$ cat config.mk
export PLATFORM = sky130hd
export DESIGN_NAME = poly_bram_streamer
export DESIGN_NICKNAME = d
export VERILOG_FILES = /design/src/rtl/poly_bram_streamer.sv
export SDC_FILE = /design/constraint.sdc
export NUM_CORES = 1
export LEC_CHECK = 0
export CORE_ASPECT_RATIO = 1.25
export CORE_UTILIZATION = 32
export CTS_CLUSTER_DIAMETER = 40
export DETAILED_ROUTE_END_ITERATION = 16
export SLEW_MARGIN = 15
export SYNTH_ARGS = -nofsm -noshare
export SYNTH_HDL_FRONTEND = slang
export SYNTH_SLANG_ARGS = --single-unit
$ cat constraint.sdc
create_clock -name clk -period 6.5 [get_ports clk]
set_input_delay 0.65 -clock clk [delete_from_list [all_inputs] [get_ports clk]]
set_output_delay 0.65 -clock clk [all_outputs]
set_load 0.05 [all_outputs]
$ cat src/rtl/poly_bram_streamer.sv
// poly_bram_streamer
//   Host-side port to a 64 x 96-bit polynomial BRAM.
//   LOAD   : accepts a coefficient stream and packs four coefficients per word.
//            Each finished word is written through port B, addresses 0..N_WORDS-1.
//   UNLOAD : reads the words back through port A (one-cycle read latency) and
//            streams the coefficients out with valid/ready backpressure.
//   Coefficient i lives in word i>>2, lane i%4 (lane 0 = least significant).
// Ports
//   clk, rst (async, active-low) | start, dir (0 LOAD / 1 UNLOAD), abort
//   busy, done                    | s_data/s_valid/s_ready (LOAD input stream)
//   m_data/m_valid/m_ready/m_last (UNLOAD output stream)
//   addra/doa (BRAM read port)    | addrb/web/dib (BRAM write port)
module poly_bram_streamer #(
  parameter int COEFF_W = 24,
  parameter int N_WORDS = 64,
  parameter int ADDR_W  = 6
) (
  input  logic                 clk,
  input  logic                 rst,
  input  logic                 start,
  input  logic                 dir,
  input  logic                 abort,
  output logic                 busy,
  output logic                 done,
  input  logic [COEFF_W-1:0]   s_data,
  input  logic                 s_valid,
  output logic                 s_ready,
  output logic [COEFF_W-1:0]   m_data,
  output logic                 m_valid,
  input  logic                 m_ready,
  output logic                 m_last,
  output logic [ADDR_W-1:0]    addra,
  input  logic [4*COEFF_W-1:0] doa,
  output logic [ADDR_W-1:0]    addrb,
  output logic                 web,
  output logic [4*COEFF_W-1:0] dib
);

  localparam int WORD_W = 4 * COEFF_W;
  localparam int CNT_W  = ADDR_W + 2;
  localparam logic [ADDR_W-1:0] LAST_ADDR  = ADDR_W'(N_WORDS - 1);
  localparam logic [CNT_W-1:0]  LAST_COEFF = CNT_W'(4 * N_WORDS - 1);

  typedef enum logic [1:0] {S_IDLE, S_LOAD, S_UNLOAD, S_FLUSH} state_e;

  state_e              state_q, state_d;
  logic [CNT_W-1:0]    ld_cnt_q, ld_cnt_d;
  logic [WORD_W-1:0]   stage_q, stage_d;
  logic                web_q, web_d;
  logic [ADDR_W-1:0]   addrb_q, addrb_d;
  logic [WORD_W-1:0]   dib_q, dib_d;
  logic                done_q, done_d;
  logic [ADDR_W-1:0]   rd_addr_q, rd_addr_d;
  logic                rd_pend_q, rd_pend_d;
  logic [WORD_W-1:0]   buf0_q, buf0_d, buf1_q, buf1_d;
  logic [1:0]          bcnt_q, bcnt_d;
  logic [CNT_W-1:0]    out_cnt_q, out_cnt_d;

  logic                last_wr, s_acc, m_fire, pop;
  logic [1:0]          occ;

  // The word-63 write cycle closes the input side; no coefficient past 255 is taken.
  assign last_wr = web_q && (addrb_q == LAST_ADDR);
  assign s_ready = (state_q == S_LOAD) && !last_wr;
  assign s_acc   = s_valid && s_ready;

  assign m_valid = ((state_q == S_UNLOAD) || (state_q == S_FLUSH)) && (bcnt_q != 2'd0);
  assign m_data  = m_valid ? buf0_q[int'(out_cnt_q[1:0]) * COEFF_W +: COEFF_W] : '0;
  assign m_last  = m_valid && (out_cnt_q == LAST_COEFF);
  assign m_fire  = m_valid && m_ready;
  // The head word leaves the buffer once its lane 3 is handed over.
  assign pop     = m_fire && (out_cnt_q[1:0] == 2'd3);
  // Words held plus the read in flight; caps read-ahead at two words.
  assign occ     = bcnt_q + {1'b0, rd_pend_q};

  // rd_addr wraps to 0 after issuing the last word, so IDLE always presents addra=0.
  assign addra = rd_addr_q;
  assign addrb = addrb_q;
  assign web   = web_q;
  assign dib   = dib_q;
  assign done  = done_q;
  assign busy  = (state_q != S_IDLE);

  always_comb begin
    // NOTE: every always_comb target gets a default first so no path leaves it unassigned (no latch).
    state_d   = state_q;
    ld_cnt_d  = ld_cnt_q;
    stage_d   = stage_q;
    web_d     = 1'b0;
    addrb_d   = addrb_q;
    dib_d     = dib_q;
    done_d    = 1'b0;
    rd_addr_d = rd_addr_q;
    rd_pend_d = 1'b0;
    buf0_d    = buf0_q;
    buf1_d    = buf1_q;
    bcnt_d    = bcnt_q;
    out_cnt_d = out_cnt_q;

    unique case (state_q)
      S_IDLE: begin
        if (start) begin
          ld_cnt_d  = '0;
          stage_d   = '0;
          out_cnt_d = '0;
          bcnt_d    = '0;
          if (dir) begin
            // Word 0 is read in the accept cycle itself.
            state_d   = S_UNLOAD;
            rd_pend_d = 1'b1;
            rd_addr_d = rd_addr_q + 1'b1;
          end else begin
            state_d = S_LOAD;
          end
        end
      end

      S_LOAD: begin
        if (s_acc) begin
          stage_d[int'(ld_cnt_q[1:0]) * COEFF_W +: COEFF_W] = s_data;
          ld_cnt_d = ld_cnt_q + 1'b1;
          if (ld_cnt_q[1:0] == 2'd3) begin
            web_d   = 1'b1;
            addrb_d = ld_cnt_q[CNT_W-1:2];
            dib_d   = stage_d;
          end
        end
        if (last_wr) begin
          done_d  = 1'b1;
          state_d = S_IDLE;
        end
      end

      S_UNLOAD, S_FLUSH: begin
        if ((state_q == S_UNLOAD) && (occ < 2'd2)) begin
          rd_pend_d = 1'b1;
          rd_addr_d = rd_addr_q + 1'b1;
          if (rd_addr_q == LAST_ADDR) state_d = S_FLUSH;
        end

        // Two-entry FIFO: buf0 is the head, buf1 the tail.
        unique case ({rd_pend_q, pop})
          2'b10: begin
            if (bcnt_q == 2'd0) buf0_d = doa;
            else                buf1_d = doa;
            bcnt_d = bcnt_q + 2'd1;
          end
          2'b01: begin
            buf0_d = buf1_q;
            bcnt_d = bcnt_q - 2'd1;
          end
          2'b11: begin
            if (bcnt_q == 2'd1) begin
              buf0_d = doa;
            end else begin
              buf0_d = buf1_q;
              buf1_d = doa;
            end
          end
          default: ;
        endcase

        if (m_fire) begin
          out_cnt_d = out_cnt_q + 1'b1;
          if (out_cnt_q == LAST_COEFF) begin
            done_d  = 1'b1;
            state_d = S_IDLE;
            bcnt_d  = '0;
          end
        end
      end

      default: state_d = S_IDLE;
    endcase

    // Abort wins over everything, including a start in the same cycle.
    if (abort) begin
      state_d   = S_IDLE;
      web_d     = 1'b0;
      done_d    = 1'b0;
      rd_pend_d = 1'b0;
      rd_addr_d = '0;
      bcnt_d    = '0;
      ld_cnt_d  = '0;
      out_cnt_d = '0;
      stage_d   = '0;
    end
  end

  // NOTE: sequential state uses non-blocking assignments so every flop samples pre-edge values.
  always_ff @(posedge clk or negedge rst) begin
    if (!rst) begin
      state_q   <= S_IDLE;
      ld_cnt_q  <= '0;
      stage_q   <= '0;
      web_q     <= 1'b0;
      addrb_q   <= '0;
      dib_q     <= '0;
      done_q    <= 1'b0;
      rd_addr_q <= '0;
      rd_pend_q <= 1'b0;
      // NOTE: the read buffer is plain registers, not RAM, so clearing it on reset is cheap and keeps outputs at 0.
      buf0_q    <= '0;
      buf1_q    <= '0;
      bcnt_q    <= '0;
      out_cnt_q <= '0;
    end else begin
      state_q   <= state_d;
      ld_cnt_q  <= ld_cnt_d;
      stage_q   <= stage_d;
      web_q     <= web_d;
      addrb_q   <= addrb_d;
      dib_q     <= dib_d;
      done_q    <= done_d;
      rd_addr_q <= rd_addr_d;
      rd_pend_q <= rd_pend_d;
      buf0_q    <= buf0_d;
      buf1_q    <= buf1_d;
      bcnt_q    <= bcnt_d;
      out_cnt_q <= out_cnt_d;
    end
  end

endmodule

-- After elaboration in Yosys (flattened, before gate mapping)
Cells that the tools add are included.
- flip-flop bits (word level): 419
- input bits: 127
- output and inout bits: 138
- logic and storage cells: 127
- $add $sub $neg: 7
- multiply operators: 2
- order comparisons: 1
- eq/ne operators: 21
- shift-type cells: 3
- muxes and demuxes: 53
- reductions and logical operators: 27
- operators with widths (operator ; number):
    $mux W96 ; 7
    $pmux W96 S2 ; 2
    $pmux W96 S3 ; 1
    $bwmux W96 ; 1
    $shift A24 B33 Y96 const A ; 1
    $shiftx A24 B33 Y96 ; 1
    $shiftx A96 B8 Y24 ; 1
    $mux W8 ; 5
    $neg A7 Y33 ; 1
    $pmux W8 S2 ; 2
    $mux W2 ; 12
    $mux W24 ; 1
    $mux W6 ; 4
    $ne A3 B3 Y1 const B ; 6
    $add A8 B1 Y8 const B ; 2
    $eq A2 B2 Y1 const B ; 6
    $eq A6 B6 Y1 const B ; 2
    $mux W1 ; 12
    $pmux W6 S2 ; 1
    $reduce_and A3 Y1 ; 4
    $reduce_bool A3 Y1 ; 3
    $eq A8 B8 Y1 const B ; 1
    $logic_and A1 B1 Y1 ; 8
    $mul A2 B2 Y4 const B ; 2
    other kinds (17) ; 28

-- Logic depth before layout (Yosys ltp)
- word-level depth: 11
- mapped depth: 11
- depth with buffers taken out: 6

-- Worst setup path before layout
Ideal clock, no wire load.
- kind: register -> output
- from: register bcnt_q[0]
- to: output m_last
- arrival time: 2238 ps
- data required time: 5850 ps
- path slack: 3612 ps
- cell stages (with the launch flop): 6
- path buffers: 1
- cells stage by stage: dfrtp_1 inv_1 ha_1 nand2b_1 clkbuf_1 nor3_1
- cells in the longest elaborated chain, start to end: 3
- RTL lines (what ; line ; source):
    from (decl) ; 56 ; logic [1:0] bcnt_q, bcnt_d;
    from (signal assigned) ; 219 ; bcnt_q <= bcnt_d;
    $reduce_bool A2 Y1 ; 67 ; assign m_valid = ((state_q == S_UNLOAD) || (state_q == S_FLUSH)) && (bcnt_q != 2'd0);
    $logic_and A1 B1 Y1 ; 67 ;
    $logic_and A1 B1 Y1 ; 69 ; assign m_last = m_valid && (out_cnt_q == LAST_COEFF);
    to (decl) ; 31 ; output logic m_last,
No other way between the ends.

-- Worst setup path after layout
- from: register ld_cnt_q[0]
- to: register stage_q[11]
- cells in the longest elaborated chain, start to end: 7
- elaborated cells between the ends (all ways): 8
- classes of those cells: add/sub: 1; mul: 1; shift: 2; mux: 4
- RTL lines (what ; line ; source):
    from (decl) ; 47 ; logic [CNT_W-1:0] ld_cnt_q, ld_cnt_d;
    from (signal assigned) ; 209 ; ld_cnt_q <= ld_cnt_d;
    $mul A2 B2 Y4 (*) ; 120 ; stage_d[int'(ld_cnt_q[1:0]) * COEFF_W +: COEFF_W] = s_data;
    $neg A7 Y33 (*) ; 120 ;
    $shiftx A24 B33 Y96 / $shift A24 B33 Y96 (equally long branches) ; 120 ;
    $bwmux W96 (*) ; 120 ;
    $mux W96 (*) ; 119 ; if (s_acc) begin
    $pmux W96 S2 (*) ; 100 ; unique case (state_q)
    $mux W96 (*) ; 177 ; if (abort) begin
    to (signal assigned) ; 210 ; stage_q <= stage_d;
    to (decl) ; 48 ; logic [WORD_W-1:0] stage_q, stage_d;
Mark *: on every way between the ends. The rest lies on a longest branch, timed or not. The select of a mux whose other input is x is not followed.
A chain may end at the register's enable or synchronous reset.

==> run_results.csv <==
group,metric,value,unit
routing,ant_nets,0,
min_path,min_path_type,"primary input to asynchronous set/reset pin",
timing,tns,0,ps
final_layout,fin_nets,2031,
clocking,clkSinkCount,419,
clocking,cts_buffers,60,
grt,grt_max_degree,162,
synth,synth_cell_type_count,65,
routing,wl,53.45,mm
synth,avgSynthCellArea,11.44,sq um
timing,finClkSkew,29.81,ps
grt,antenna_found_initial,4,
timing,report.final.slew_viol_count,0,
timing,setup_viol,0,
grt,grt_pass1_wl,83.91,mm
critical_path,setup.worst_path.end_class,"flip-flop",
synth,syn_inst,1681,
place,gp_congestion,0.8529,
routing,num_vias,14270,
place,dp_hpwl,35.99,mm
synth,yosys_most_used_dff,"dfrtp_1",
clocking,cts.repair.resized,0,
routing,drc_errors,0,
critical_path,worstRegToRegCells,8,
power,peakVddDrop,0.2071,mV
grt,grt_pass1_vias,14580,
synth,yosys-top-cells-area,"dfrtp_1, mux2i_1, mux2_2, nor2_1, a22o_1",
critical_path,critPathKind,"flip-flop to flip-flop",
die,die_h,276.0,um
synth,synth_top_area_share,54.54,%
place,placed_cell_area,22390,sq um
clocking,clk_pin_slew,60,ps
synth,ys_warn_count,0,
die,start_util,32.35,%
critical_path,cp.required,7020,ps
critical_path,worstPathArrival,4590,ps
routing,drtIter0Drc,997,
synth,ys_seq_area_share,54.54,%
routing,viasPerCell,5.268,
clocking,cts-root-buf,"clkbuf_16",
outcome,status,"finished, final reports clean",
timing,fmax,245.5,MHz
synth,synth_area,19220,sq um
timing,rsz0062_at_grt,"no",
timing,tightest_slew,1090,ps
final_layout,area_growth_syn_to_layout,27.55,%
critical_path,path_max_fanout,55,
timing,slew_headroom,26.55,%
clocking,cts_tree,"yes",
routing,wl_per_cell,19.73,um
final_layout,n_antenna_cell,0,
clocking,cts_max_level,2,
timing,fin_crit,4073,ps
die,die_area,61070,sq um
synth,synth_most_common_cell,"dfrtp_1",
place,numPortBuffers,264,
timing,hold_viol_final,0,
timing,period_share,62.66,%
final_layout,final_cells,2709,
clocking,clk_path_buf_depth,3,
synth,synth_nets,1818,
clocking,clk_latency,610,ps
synth,synth-edff-count,0,
clocking,postCtsSetupBuffers,0,
final_layout,post-route-cell-area,24520,sq um
routing,drtPass1Iterations,8,
place,dp.cells,2597,
grt,grt.overflow.total,0,
die,ioPinCount,265,
die,placementRows,100,
die,core-area,59430,sq um
synth,ys_async_sr_fraction,100.0,%
critical_path,crit_path_start_kind,"flip-flop",
synth,synth_top_area_cell,"dfrtp_1",
run,cap_violations,0,
power,powerDensity,286.9,nW/um^2
power,leakage,11.46,nW
power,power,7.035,mW
die,die_w,221.2,um
synth,ys_ff_latch,419,
timing,fin_hold_ws,61.88,ps
clocking,ctsHoldBuffers,0,
grt,track_usage,17.40,%
final_layout,drive_gt1_share,13.89,%
synth,synthTopCellsByCount,"dfrtp_1, nor2_1, nand2_1",
==> path summary, 6_finish.rpt <==
| kind | from | to | slack [ps] |
|---|---|---|---|
| max | ld_cnt_q[0] | stage_q[11] | 2430 |
| min | rst | stage_q[11] | 60 |
| max reg2reg | ld_cnt_q[0] | stage_q[11] | 2430 |
| min reg2reg | buf0_q[56] | buf0_q[56] | 470 |
| max in group asynchronous | rst | ld_cnt_q[3] | 5100 |
| min in group clk | buf0_q[56] | buf0_q[56] | 470 |
==> registers in the layout, indices dropped and copies added (netlist names) <==
signal / count
web: 1
addra: 6
stage_q: 96
addrb: 6
out_cnt_q: 8
buf0_q: 96
dib: 96
ld_cnt_q: 8
bcnt_q: 2
rd_pend_q: 1
buf1_q: 96
state_q: 2
done: 1
==> layout make-up <==
class	count	area [sq um]
sequential	419	10490
timing repair buffer	281	2800
fill	5677	34910
tap	765	957.2
clock inverter	38	493.0
clock buffer	74	1635
multi-input combinational	1117	8093
inverter	15	56.30
==> cells by family after synthesis <==
family | synth area share, %
AND/OR/NAND/NOR | 10.69
AO/OA/AOI/OAI | 14.96
buffers and inverters | 3.606
adder cells (fa/ha/maj) | 0.6508
multiplexers | 15.24
XOR/XNOR | 0.3189
flip-flops | 54.54
==> cells in the final DEF, fill, tap and decap left out, types with 3 or more instances in the layout <==
cell type and n:
a21oi_1 40, a222oi_1 8, nor2_1 197, buf_4 15, a221oi_1 70, nand3_1 13
ha_1 10, inv_1 14, a31oi_1 8, nand2_1 133, and2_1 14, inv_8 5
inv_6 10, nand2b_1 8, a211oi_1 5, nand3b_1 14, clkbuf_16 61, clkbuf_1 7
a22o_1 80, clkinv_4 5, clkinvlp_4 6, bufinv_16 8, dfrtp_1 418, a41oi_1 3
mux2i_1 125, mux2_2 101, and4_1 3, o2bb2ai_1 19, nor3_1 11, clkinv_2 4
clkbuf_8 6, clkdlybuf4s50_1 263, and3b_1 3, o21ai_0 131, a32oi_1 9, xor2_1 6
o31ai_1 3, nor2b_1 30, and3_1 8, mux4_2 24
==> metrics by stage <==
| step | worst slack, ps | utilization, % |
|---|---|---|
| global route | 2245 | 41.26 |
| detailed placement | 2509 | 37.68 |
| finish | 2427 | 41.26 |
| global placement | 2618 | 37.68 |
| floorplan | 3612 | - |
| CTS | 2484 | 41.26 |
==> worst max-delay path: stages (launching register included) <==
cell and delay, ps:
dfrtp_1 320, buf_4 470, clkinv_1 480, ha_1 420
buf_4 270, and4bb_2 460, and2_1 660, and2_1 660
a22o_1 230
==> metal layers <==
| metal | global-route usage, % | share of wire [%] |
|---|---|---|
| met5 | 0 | 0.099 |
| met4 | 6.742 | 3.5 |
| met3 | 4.835 | 7.2 |
| met2 | 29.76 | 49 |
| met1 | 20.63 | 40 |
==> power by group <==
| group | internal, mW | switching, mW |
|---|---|---|
| clock network | 2.13 | 1.29 |
| logic | 0.292 | 0.345 |
| registers | 2.84 | 0.131 |
| total | 5.27 | 1.76 |
No activity file was read; power rests on OpenSTA's default activity.
